**config.mk**
```make
export PLATFORM = sky130hd
export DESIGN_NAME = switch_event_gen
export DESIGN_NICKNAME = d
export VERILOG_FILES = /design/src/rtl/switch_event_gen.sv
export SDC_FILE = /design/constraint.sdc
export NUM_CORES = 1
export LEC_CHECK = 0
export ABC_AREA = 1
export BUFFER_PORTS_ARGS = -buffer_cell sky130_fd_sc_hd__buf_2
export CAP_MARGIN = 10
export CORE_MARGIN = 2
export CORE_UTILIZATION = 45
export CTS_BUF_LIST = sky130_fd_sc_hd__clkbuf_16
export DETAILED_ROUTE_END_ITERATION = 10
export REMOVE_ABC_BUFFERS = 1
export SLEW_MARGIN = 20
export SYNTH_ARGS = -nofsm -noshare
export SYNTH_HDL_FRONTEND = slang
export SYNTH_SLANG_ARGS = --single-unit
```
**constraint.sdc**
```tcl
create_clock -name i_Clk -period 1.9 [get_ports i_Clk]
set_clock_uncertainty 0.2 [all_clocks]
set_input_delay 0.38 -clock i_Clk [delete_from_list [all_inputs] [get_ports i_Clk]]
set_output_delay 0.38 -clock i_Clk [all_outputs]
set_load 0.03 [all_outputs]
```
**src/rtl/switch_event_gen.sv**
```systemverilog
// Per-switch press/release/long-press/auto-repeat pulse generator with a held level.
// Optional periodic o_Repeat in the LONG state is built only when SWITCH_EVENT_REPEAT_EN is defined.
module switch_event_gen #(
    parameter int NUM_SWITCHES      = 4,
    parameter int LONG_PRESS_CYCLES = 25000000,
    parameter int REPEAT_CYCLES     = 5000000
) (
    input  logic                    i_Clk,
    input  logic                    i_Reset,
    input  logic [NUM_SWITCHES-1:0] i_Switches,
    output logic [NUM_SWITCHES-1:0] o_Press,
    output logic [NUM_SWITCHES-1:0] o_Release,
    output logic [NUM_SWITCHES-1:0] o_Long,
    output logic [NUM_SWITCHES-1:0] o_Repeat,
    output logic [NUM_SWITCHES-1:0] o_Held
);

    localparam int MAX_CYCLES = (LONG_PRESS_CYCLES > REPEAT_CYCLES) ? LONG_PRESS_CYCLES : REPEAT_CYCLES;
    localparam int CW         = $clog2(MAX_CYCLES);

    localparam logic [CW-1:0] ONE       = CW'(1);
    localparam logic [CW-1:0] LOAD_LONG = CW'(LONG_PRESS_CYCLES - 1);
`ifdef SWITCH_EVENT_REPEAT_EN
    localparam logic [CW-1:0] LOAD_REPEAT = CW'(REPEAT_CYCLES - 1);
`else
    localparam logic [CW-1:0] LOAD_REPEAT = '0;
`endif

    typedef enum logic [1:0] {
        IDLE = 2'd0,
        HELD = 2'd1,
        LONG = 2'd2
    } state_t;

    for (genvar k = 0; k < NUM_SWITCHES; k++) begin : g_sw
        state_t        state;
        state_t        state_nxt;
        logic [CW-1:0] cnt;
        logic [CW-1:0] cnt_nxt;
        logic          prev;
        logic          rise;
        logic          fall;
        logic          press_nxt;
        logic          release_nxt;
        logic          long_nxt;
        logic          press_q;
        logic          release_q;
        logic          long_q;
        logic          held_q;
`ifdef SWITCH_EVENT_REPEAT_EN
        logic          repeat_nxt;
        logic          repeat_q;
`endif

        assign rise = i_Switches[k] & ~prev;
        assign fall = ~i_Switches[k] & prev;

        always_comb begin
            state_nxt   = state;
            cnt_nxt     = cnt;
            press_nxt   = 1'b0;
            release_nxt = 1'b0;
            long_nxt    = 1'b0;
`ifdef SWITCH_EVENT_REPEAT_EN
            repeat_nxt  = 1'b0;
`endif
            case (state)
                IDLE: begin
                    // A fall here is the release of a switch held through reset: ignored.
                    if (rise) begin
                        state_nxt = HELD;
                        cnt_nxt   = LOAD_LONG;
                        press_nxt = 1'b1;
                    end
                end
                HELD: begin
                    if (fall) begin
                        state_nxt   = IDLE;
                        cnt_nxt     = '0;
                        release_nxt = 1'b1;
                    end else if (cnt == '0) begin
                        state_nxt = LONG;
                        cnt_nxt   = LOAD_REPEAT;
                        long_nxt  = 1'b1;
                    end else begin
                        cnt_nxt = cnt - ONE;
                    end
                end
                LONG: begin
                    if (fall) begin
                        state_nxt   = IDLE;
                        cnt_nxt     = '0;
                        release_nxt = 1'b1;
                    end
`ifdef SWITCH_EVENT_REPEAT_EN
                    else if (cnt == '0) begin
                        cnt_nxt    = LOAD_REPEAT;
                        repeat_nxt = 1'b1;
                    end else begin
                        cnt_nxt = cnt - ONE;
                    end
`endif
                end
                default: begin
                    state_nxt = IDLE;
                    cnt_nxt   = '0;
                end
            endcase
        end

        always_ff @(posedge i_Clk) begin
            if (i_Reset) begin
                state     <= IDLE;
                cnt       <= '0;
                prev      <= i_Switches[k];
                press_q   <= 1'b0;
                release_q <= 1'b0;
                long_q    <= 1'b0;
                held_q    <= 1'b0;
            end else begin
                state     <= state_nxt;
                cnt       <= cnt_nxt;
                prev      <= i_Switches[k];
                press_q   <= press_nxt;
                release_q <= release_nxt;
                long_q    <= long_nxt;
                held_q    <= (state_nxt != IDLE);
            end
        end

        assign o_Press[k]   = press_q;
        assign o_Release[k] = release_q;
        assign o_Long[k]    = long_q;
        assign o_Held[k]    = held_q;

`ifdef SWITCH_EVENT_REPEAT_EN
        always_ff @(posedge i_Clk) begin
            if (i_Reset) begin
                repeat_q <= 1'b0;
            end else begin
                repeat_q <= repeat_nxt;
            end
        end
        assign o_Repeat[k] = repeat_q;
`else
        assign o_Repeat[k] = 1'b0;
`endif
    end

endmodule

```
# Word-level counts from Yosys, hierarchy flattened
# Cells that the tools add are included.
op_classes:
  reduce_logical: 32
  n_addsub: 4
  muxes: 52
  eq_ne: 16
  n_bitwise: 28
ops:
  columns: ["operator", "n"]
  rows:
  - ["25-bit two-way mux", 16]
  - ["25-bit case mux with 3 select lines", 4]
  - ["25-bit logical NOT", 4]
  - ["25-bit by 1-bit subtractor with 25-bit output, second input constant", 4]
  - ["2-bit two-way mux", 16]
  - ["2-bit case mux with 3 select lines", 4]
  - ["2-bit OR reduction", 12]
  - ["1-bit NOT", 20]
  - ["2-bit != test, second input constant", 8]
  - ["1-bit two-way mux", 12]
  - ["3-bit OR reduction", 4]
  - ["1-bit bitwise AND", 8]
  - ["2-bit by 1-bit == test with 1-bit output, second input constant", 4]
  - ["2-bit == test, second input constant", 4]
  - ["2-bit logical NOT", 4]
  - ["2-bit AND reduction", 4]
  - ["2-bit nonzero test", 4]
totals:
  input_bits: 6
  ff_bits: 128
  wordCells: 160
  out_inout_bits: 20

# Depth between registers and ports, before layout
# Gate-level depths: netlist of the first run.
depth:
  word_depth: 5
  ltp_mapped: 13
  mapped_depth_nobuf: 13

# Least setup slack after synthesis of the first run
# Ideal clock, no wire load.
synth_timing:
  path_kind: "reg-to-reg"
  start: "register g_sw[0].state[0]"
  end: "register g_sw[0].cnt[6]"
  required_time_ps: 1578
  slack_ps: 56
  n_path_buf: 1
  path_stages_with_launch: 9
  setup_ps: 122
  period_less_slack_ps: 1844
  t_arrival_ps: 1522
  path_cell_list: "dfxtp_1 > inv_1 > ha_1 > a21oi_2 > nor2_4 > buf_4 > nor3_2 > nand2_1 > nor3b_2"
synth_via:
  elab_chain_len: 3
  elab_cells_between_ends: 7
  cone_classes: "eq/ne (4); mux (1); reduce/logical (2)"
synth_lines:
  columns: ["element", "line_no", "rtl"]
  rows:
  - ["from (decl)", "36", "state_t state;"]
  - ["from (signal assigned)", "121", "state <= state_nxt;"]
  - ["2-bit == test or 2-bit logical NOT (tied branches)", "67", "case (state)"]
  - ["2-bit != test (no source line)", null, null]
  - ["2-bit AND reduction (no source line)", null, null]
  - ["to (signal assigned)", "122", "cnt <= cnt_nxt;"]
  - ["to (decl)", "38", "logic [CW-1:0] cnt;"]
# Several ways; a longest one is shown, not always the timed one.
# A chain may end at the register's enable or synchronous reset.

# Final worst setup path of the first run
layout_timing:
  start: "register g_sw[0].cnt[1]"
  end: "register g_sw[0].cnt[18]"
layout_via:
  elab_chain_len: 4
  elab_cells_between_ends: 5
  cone_classes: "add/sub (1); mux (3); reduce/logical (1)"
layout_lines:
  columns: ["element", "line_no", "rtl"]
  rows:
  - ["25-bit by 1-bit subtractor with 25-bit output or 25-bit logical NOT (tied branches)", "86, 81", null]
  - ["25-bit two-way mux (*)", "81", "end else if (cnt == '0) begin"]
  - ["25-bit two-way mux (*)", "77", "if (fall) begin"]
  - ["25-bit case mux with 3 select lines (*)", "67", null]
# Mark *: on every way between the ends. The rest lies on a longest branch, timed or not.

==> results of run 1 <==
worst min-delay path, cell delays in order:
cell	delay, ps
buf_2	100
inv_2	50
nand2_2	80
nor2_1	70
final cells by class:
cell class / count / area [um^2] / share of cell area (%)
Sequential cell: 128 / 2580 / 25.9
Tap cell: 220 / 275 / 2.76
Multi-Input combinational cell: 853 / 4700 / 47.2
Inverter: 139 / 537 / 5.39
Timing Repair Buffer: 163 / 1270 / 12.8
Clock buffer: 17 / 425 / 4.27
Clock inverter: 15 / 176 / 1.77
power breakdown:
part           switching, mW  total [mW]  internal, mW
Combinational           1.65        2.79          1.14
Sequential             0.180        3.07          2.88
Clock                   1.25        3.41          2.16
Total                   3.08        9.26          6.18
synthesized netlist by cell type, types with 12 or more instances:
cell type / n / area, um^2
inv_2: 12 / 45.0
xor2_1: 22 / 193
inv_1: 124 / 465
nor3_1: 18 / 90.1
nand2_1: 235 / 882
nand4_1: 25 / 156
o21ai_0: 56 / 280
clkbuf_1: 12 / 45.0
a21oi_1: 90 / 450
dfxtp_1: 128 / 2560
nor2_1: 210 / 788
buf_4: 23 / 173
ha_1: 23 / 288
nand3_1: 65 / 325
logic make-up after synthesis:
group | synth area share [%]
AO/OA/AOI/OAI | 12.9
XOR/XNOR | 3.78
adder cells (fa/ha/maj) | 3.77
buffers and inverters | 10.2
flip-flops | 33.5
other | 0.0491
AND/OR/NAND/NOR | 35.7
timing repair:
| item | CTS | global route |
|---|---|---|
| hold buffers | 4 | 0 |
| gates cloned | 0 | 1 |
| setup endpoints to repair | 26 | 101 |
| setup buffers | 6 | 23 |
| resized for setup | 3 | 136 |
| pin swaps | 4 | 38 |
| endpoints found under the hold margin | 4 | 0 |
sequential cells by signal (all words and copies together), names as in the netlist:
name            cells
g_sw.state          8
g_sw.cnt          100
g_sw.held_q         4
g_sw.prev           4
g_sw.release_q      4
g_sw.long_q         4
g_sw.press_q        4
layer usage:
metal  part of all wire [%]  GRT usage (%)  wire, um
met1                     46           29.1      9540
met2                     49           38.4     10100
met3                    3.7           4.65       760
met4                    1.2           6.20       248
met5                      0              0         0
final timing paths:
path | from | endpoint | slack, ps | cells after the start
max | g_sw[0].cnt[1] | g_sw[0].cnt[18] | 10 | 14
min | i_Switches[2] | g_sw[2].release_q | 100 | 4
max reg2reg | g_sw[0].cnt[1] | g_sw[0].cnt[18] | 10 | 14
min reg2reg | g_sw[3].cnt[5] | g_sw[3].cnt[5] | 290 | 2
per-stage QoR:
stage / cell area, um^2 / hold slack (ps) / instances
final: 9960 / 103 / 1535
after global routing: 9960 / 117 / 1535
after CTS: 9350 / 79.3 / 1511
after detailed placement: 8640 / 283 / 1469
after global placement: 8640 / 285 / 1469
after floorplan: 7400 / 208 / 1119
==> summary.md, run 1 <==
| Metric | Value |
|---|---|
| Hold Crit Class | primary input to flop |
| Register area share after synthesis | 33.5% |
| Via count | 7630 |
| CTS Buffer Depth | 2 |
| Number of global-route vias before repair | 6876 |
| Post-Route WL | 20700 um |
| Number of enable flip-flop cells after synthesis | 0 |
| Ant. Diodes | 0 |
| Root Driver | clkbuf_16 |
| Clock-pin slew on the worst setup and hold paths | 60 ps |
| Synth Instances | 1156 |
| Fmax | 530 MHz |
| Count of cell types in the netlist | 50 |
| Detailed-route DRC error count | 0 |
| Crit-path max cell delay | 320 ps |
| Congestion Overflow GR | 0 |
| Starting Density | 46.1% |
| Syn avg cell area | 6.61 um^2 |
| Delay-heaviest family, CP | simple AND/OR/NAND/NOR gates |
| WL per Instance | 13.5 um |
| Setup TNS Final | 0 ps |
| Die Footprint | 18000 um^2 |
| Total power after layout | 9.26 mW |
| Post-Syn Area | 7640 um^2 |
| Top cell by count, worst path | nand2_1 |
| CP endpoint kind | flop |
| Core area | 16600 um^2 |
| Lkg Pwr | 4.57 nW |
| First-pass GRT wire length | 32900 um |
| DP Wirelength | 14000 um |
| Critical path arrival | 2000 ps |
| Post-synth ARST share | 0% |
| Fillcell total | 1561 |
| H-tree levels | 4 |
| Setup WS pre-CTS | -101 ps |
| DRT Pass-1 Iters | 5 |
| Routability-driven placement congestion ratio | 0.882 |
| Slew Viols, Final | 0 |
| Antenna violations before repair | 0 |
| IO Pins | 26 |
| Fin crit period | 1890 ps |
| CP Max Fanout | 6 |
| Most frequent cells in the layout | nand2_1 (228), nor2_1 (183), buf_4 (125) |
| DR iter-0 viols | 499 |
| Fin util | 60.1% |
| CTS Buf Count | 17 |
| Final period utilization | 99.3% |
| # setup viols final | 0 |
| Die Width | 134 um |
| Endpoints failing hold | 0 |
| Clk_lat worst skew | 430 ps |
| NumNets Final | 1331 |
| Req. time, crit path | 2010 ps |
| Critical path buffers and inverters | 4 |
| Commonest non-fill, non-tap cell in the layout | nand2_1 |
| Setup ws final | 13.3 ps |
| Synth Flop Type | dfxtp_1 |
| Maxcap violations | 0 |
| #FFs+latches synth | 128 |
| CTS tree | yes |
| RSZ-0062 raised after global routing | true |
| Power density over the cells | 930 nW/um^2 |
| Area Overhead vs Synth | 30.4% |
| CP max-delay cell | dfxtp_2 |
| Critical-path cell list | inv_2 > ha_4 > inv_2 > nor2_2 > nand2_1 > nor2_1 > nand3_1 > nand2_2 > clkinv_4 > buf_6 > nand3_2 > nand2_1 > nand2_1 > a21oi_1 |
| # rows | 47 |
| CTS Sinks | 128 |
| DR vias/cell | 4.97 |
| Startpoint types | flop |
| Die Span Y | 134 um |
| Largest net degree at the start of global routing | 22 |
| Gr usage total | 22.6% |
| Outcome | complete, no violations |
| Critical path class | flop to flop |
| IO Port Bufs | 21 |
| ANT nets after route | 0 |
| Synth warn | 0 |
| Share of cells above drive strength 1 | 26.4% |
| Maximum vdd drop | 708 uV |
Note: power is estimated with default switching activity, not from simulation.
==> inputs of run 2 (changes only) <==
--- a/config.mk
+++ b/config.mk
@@ -6,7 +6,7 @@
 export NUM_CORES = 1
 export LEC_CHECK = 0
 export ABC_AREA = 1
-export BUFFER_PORTS_ARGS = -buffer_cell sky130_fd_sc_hd__buf_2
+export BUFFER_PORTS_ARGS = -buffer_cell sky130_fd_sc_hd__clkbuf_2
 export CAP_MARGIN = 10
 export CORE_MARGIN = 2
 export CORE_UTILIZATION = 45
==> run 2 against run 1 <==
Against the previous run: the flow now finishes with violations (setup timing); flip-flop and latch count unchanged; non-clock buffer count is 12 lower; setup slack got worse by 14 ps; critical path type unchanged; first-iteration DRC count shrank 9.2%; power is 3.7% lower; count of clock-buffer cells in the layout stayed put; die area unchanged; cell count decreased by 0.78%; largest cell class unchanged; critical path depth fell by 4; clock power shrank 7.9%.
==> summary.md, run 2 (same netlist as run 1, synthesis figures left out) <==
| Metric | Value |
|---|---|
| Antenna violations before repair | 0 (unchanged) |
| CTS Buffer Depth | 2 (unchanged) |
| Via count | 7553 (-1.0%) |
| Fmax | 526 MHz (-0.72%) |
| CP max-delay cell | dfxtp_1 |
| Biggest registers after layout | g_sw.cnt x100, g_sw.state x8 |
| Area Overhead vs Synth | 27.3% |
| Clock-pin slew on the worst setup and hold paths | 60 ps (about the same) |
| Critical-path cell list | nor2_1 > nand2_1 > nor2_4 > nand2_4 > nor2_4 > nor2_1 > o21ai_1 > nand2_1 > nand2_1 > nand2_1 |
| Total power after layout | 8.92 mW (-3.7%) |
| Crit-path max cell delay | 340 ps (+20 ps) |
| Die Footprint | 18000 um^2 (unchanged) |
| First-pass GRT wire length | 32800 um (-0.17%) |
| Met1 Usage GRT | 29.7% (+0.53 points) |
| Detailed-route DRC error count | 0 (unchanged) |
| # setup viols final | 1 (+1) |
| DRT Pass-1 Iters | 5 (unchanged) |
| IO Pins | 26 (unchanged) |
| Critical path class | flop to flop |
| Fillcell total | 1598 (+2.4%) |
| Commonest non-fill, non-tap cell in the layout | nand2_1 |
| DR iter-0 viols | 453 (-9.2%) |
| Top cell by count, worst path | nand2_1 |
| IO Port Bufs | 21 (unchanged) |
| Hold Crit Class | primary input to flop |
| Critical path arrival | 2010 ps (about the same) |
| Ant. Diodes | 0 (unchanged) |
| Final period utilization | 100% (+0.72 points) |
| Clock share of power | 35.2% (-1.6 points) |
| Clk_lat worst skew | 420 ps (about the same) |
| ANT nets after route | 0 (unchanged) |
| CP endpoint kind | flop |
| Met3 usage | 5.22% (+0.57 points) |
| Share of cells above drive strength 1 | 24.6% (-1.8 points) |
| Gr usage total | 22.4% (-0.20 points) |
| Setup ws final | -0.389 ps (-13.7 ps) |
| Pint | 5.86 mW (-5.2%) |
| Net Sw Power | 3.05 mW (-0.85%) |
| Final hold slack | 160 ps (+57.6 ps) |
| Power density over the cells | 916 nW/um^2 (-1.4%) |
| CTS Sinks | 128 (unchanged) |
| Final Non-Filler Cells | 1523 (-0.78%) |
| CTS Buf Count | 17 (unchanged) |
| DP Wirelength | 14400 um (+2.4%) |
| Max FFs per register | 100 (unchanged) |
| Root Driver | clkbuf_16 |
| Placed insts | 1470 (+0.068%) |
| Reg with most FFs | g_sw.cnt |
| Most frequent cells in the layout | nand2_1 (226), nor2_1 (188), dfxtp_1 (121), buf_4 (121), inv_1 (116) |
| Failing checks | setup timing |
| Post-Route WL | 20100 um (-2.6%) |
| Die Span Y | 134 um (unchanged) |
| Reg power frac | 34.3% (+1.2 points) |
| CTS tree | yes |
| Maxcap violations | 0 (unchanged) |
| Congestion Overflow GR | 0 (unchanged) |
| Fin crit period | 1900 ps (+13.7 ps) |
| Outcome | finished with violations |
| DR vias/cell | 4.96 (-0.23%) |
| Die Width | 134 um (unchanged) |
| Most Used Layer, Global Route | met2 |
| Maximum vdd drop | 691 uV (-2.4%) |
| Number of global-route vias before repair | 6986 (+1.6%) |
| Routability-driven placement congestion ratio | 0.908 (+3.0%) |
| CP Max Fanout | 5 (-1) |
| Endpoints failing hold | 0 (unchanged) |
| RSZ-0062 raised after global routing | true |
| Starting Density | 46.1% (unchanged) |
| Slew Viols, Final | 0 (unchanged) |
| Lkg Pwr | 4.47 nW (-2.1%) |
| Core area | 16600 um^2 (unchanged) |
| NumNets Final | 1319 (-0.90%) |
| Req. time, crit path | 2010 ps (about the same) |
| Met2 Usage GRT | 36.3% (-2.1 points) |
| Startpoint types | flop |
| WL per Instance | 13.2 um (-1.9%) |
| Combinational group share of total power | 30.4% (+0.3 points) |
| H-tree levels | 4 (unchanged) |
| # rows | 47 (unchanged) |
| Largest net degree at the start of global routing | 42 (+91%) |
| Switching part of the total | 34.2% (+0.99 points) |
[run 2: cell count changes in the layout (fill, tap and decap cells not counted), moves of 3 or more]
| cell | before | now |
|---|---|---|
| o21ai_2 | 7 | 3 |
| nor2_2 | 32 | 28 |
| clkinv_1 | 3 | 6 |
| buf_2 | 21 | 1 |
| buf_4 | 125 | 121 |
| o21ai_1 | 11 | 14 |
| ha_4 | 6 | 3 |
| inv_1 | 112 | 116 |
| inv_2 | 24 | 19 |
| nand3_1 | 57 | 60 |
| buf_6 | 8 | 1 |
| clkbuf_2 | 0 | 20 |
| nor2_1 | 183 | 188 |
[run 2: cell type report]
class,instances,area [um^2],share of cell area (%)
Clock buffer,17,425,4.37
Timing Repair Buffer,151,1140,11.8
Clock inverter,15,128,1.31
Inverter,139,538,5.53
Tap cell,220,275,2.83
Sequential cell,128,2580,26.5
Multi-Input combinational cell,853,4640,47.7
[run 2: metal layers]
layer	vias to the layer above	wire length [um]	share of wire, %
met2	165	9500	47
li1	3950	-	-
met4	0	399	2.0
met1	3404	9420	47
met5	-	0	0
met3	34	805	4.0
[run 2: final timing paths]
path | start | endpoint | slack [ps] | cells after the start
setup reg to reg | g_sw[1].cnt[6] | g_sw[1].held_q | -0.4 | 10
setup / recovery | g_sw[1].cnt[6] | g_sw[1].held_q | -0.4 | 10
hold / removal | i_Switches[0] | g_sw[0].press_q | 160 | 4
hold reg to reg | g_sw[3].cnt[5] | g_sw[3].cnt[5] | 290 | 2
[run 2: stage by stage]
stage	setup WS [ps]	setup TNS (ps)	area (um^2)	utilization, %
3_3_place_gp	15.5	0	8630	52.0
2_1_floorplan	-52.2	-668	7400	-
6_report	-0.389	-0.389	9730	58.7
4_1_cts	1.36	0	9260	55.9
5_1_grt	-107	-1340	9730	58.7
3_5_place_dp	-72.9	-442	8630	52.0
[run 2: power groups by stage]
| stage | Clock, mW | Combinational (mW) | Sequential, mW |
|---|---|---|---|
| floorplan | 0 | 1.59 | 3.11 |
| global placement | 0 | 2.44 | 3.11 |
| detailed placement | 0 | 2.46 | 3.11 |
| CTS | 3.20 | 2.49 | 3.05 |
| global route | 3.34 | 3.05 | 3.09 |
| finish | 3.14 | 2.71 | 3.06 |
[run 2: critical path: cells and delay by family, from the launching register on]
kind	cells	cell delay, ps
and+or+nand+nor	9	1080
AOI/OAI and AO/OA	1	170
DFF	1	340
[run 2: what timing repair did]
item / 4_1_cts / 5_1_grt
pin swaps: 5 / 27
setup endpoints to repair: 30 / 99
gates cloned: 0 / 1
hold buffers: 4 / 0
gates resized for setup: 3 / 109
setup buffers: 2 / 14
hold endpoints to repair: 4 / 0
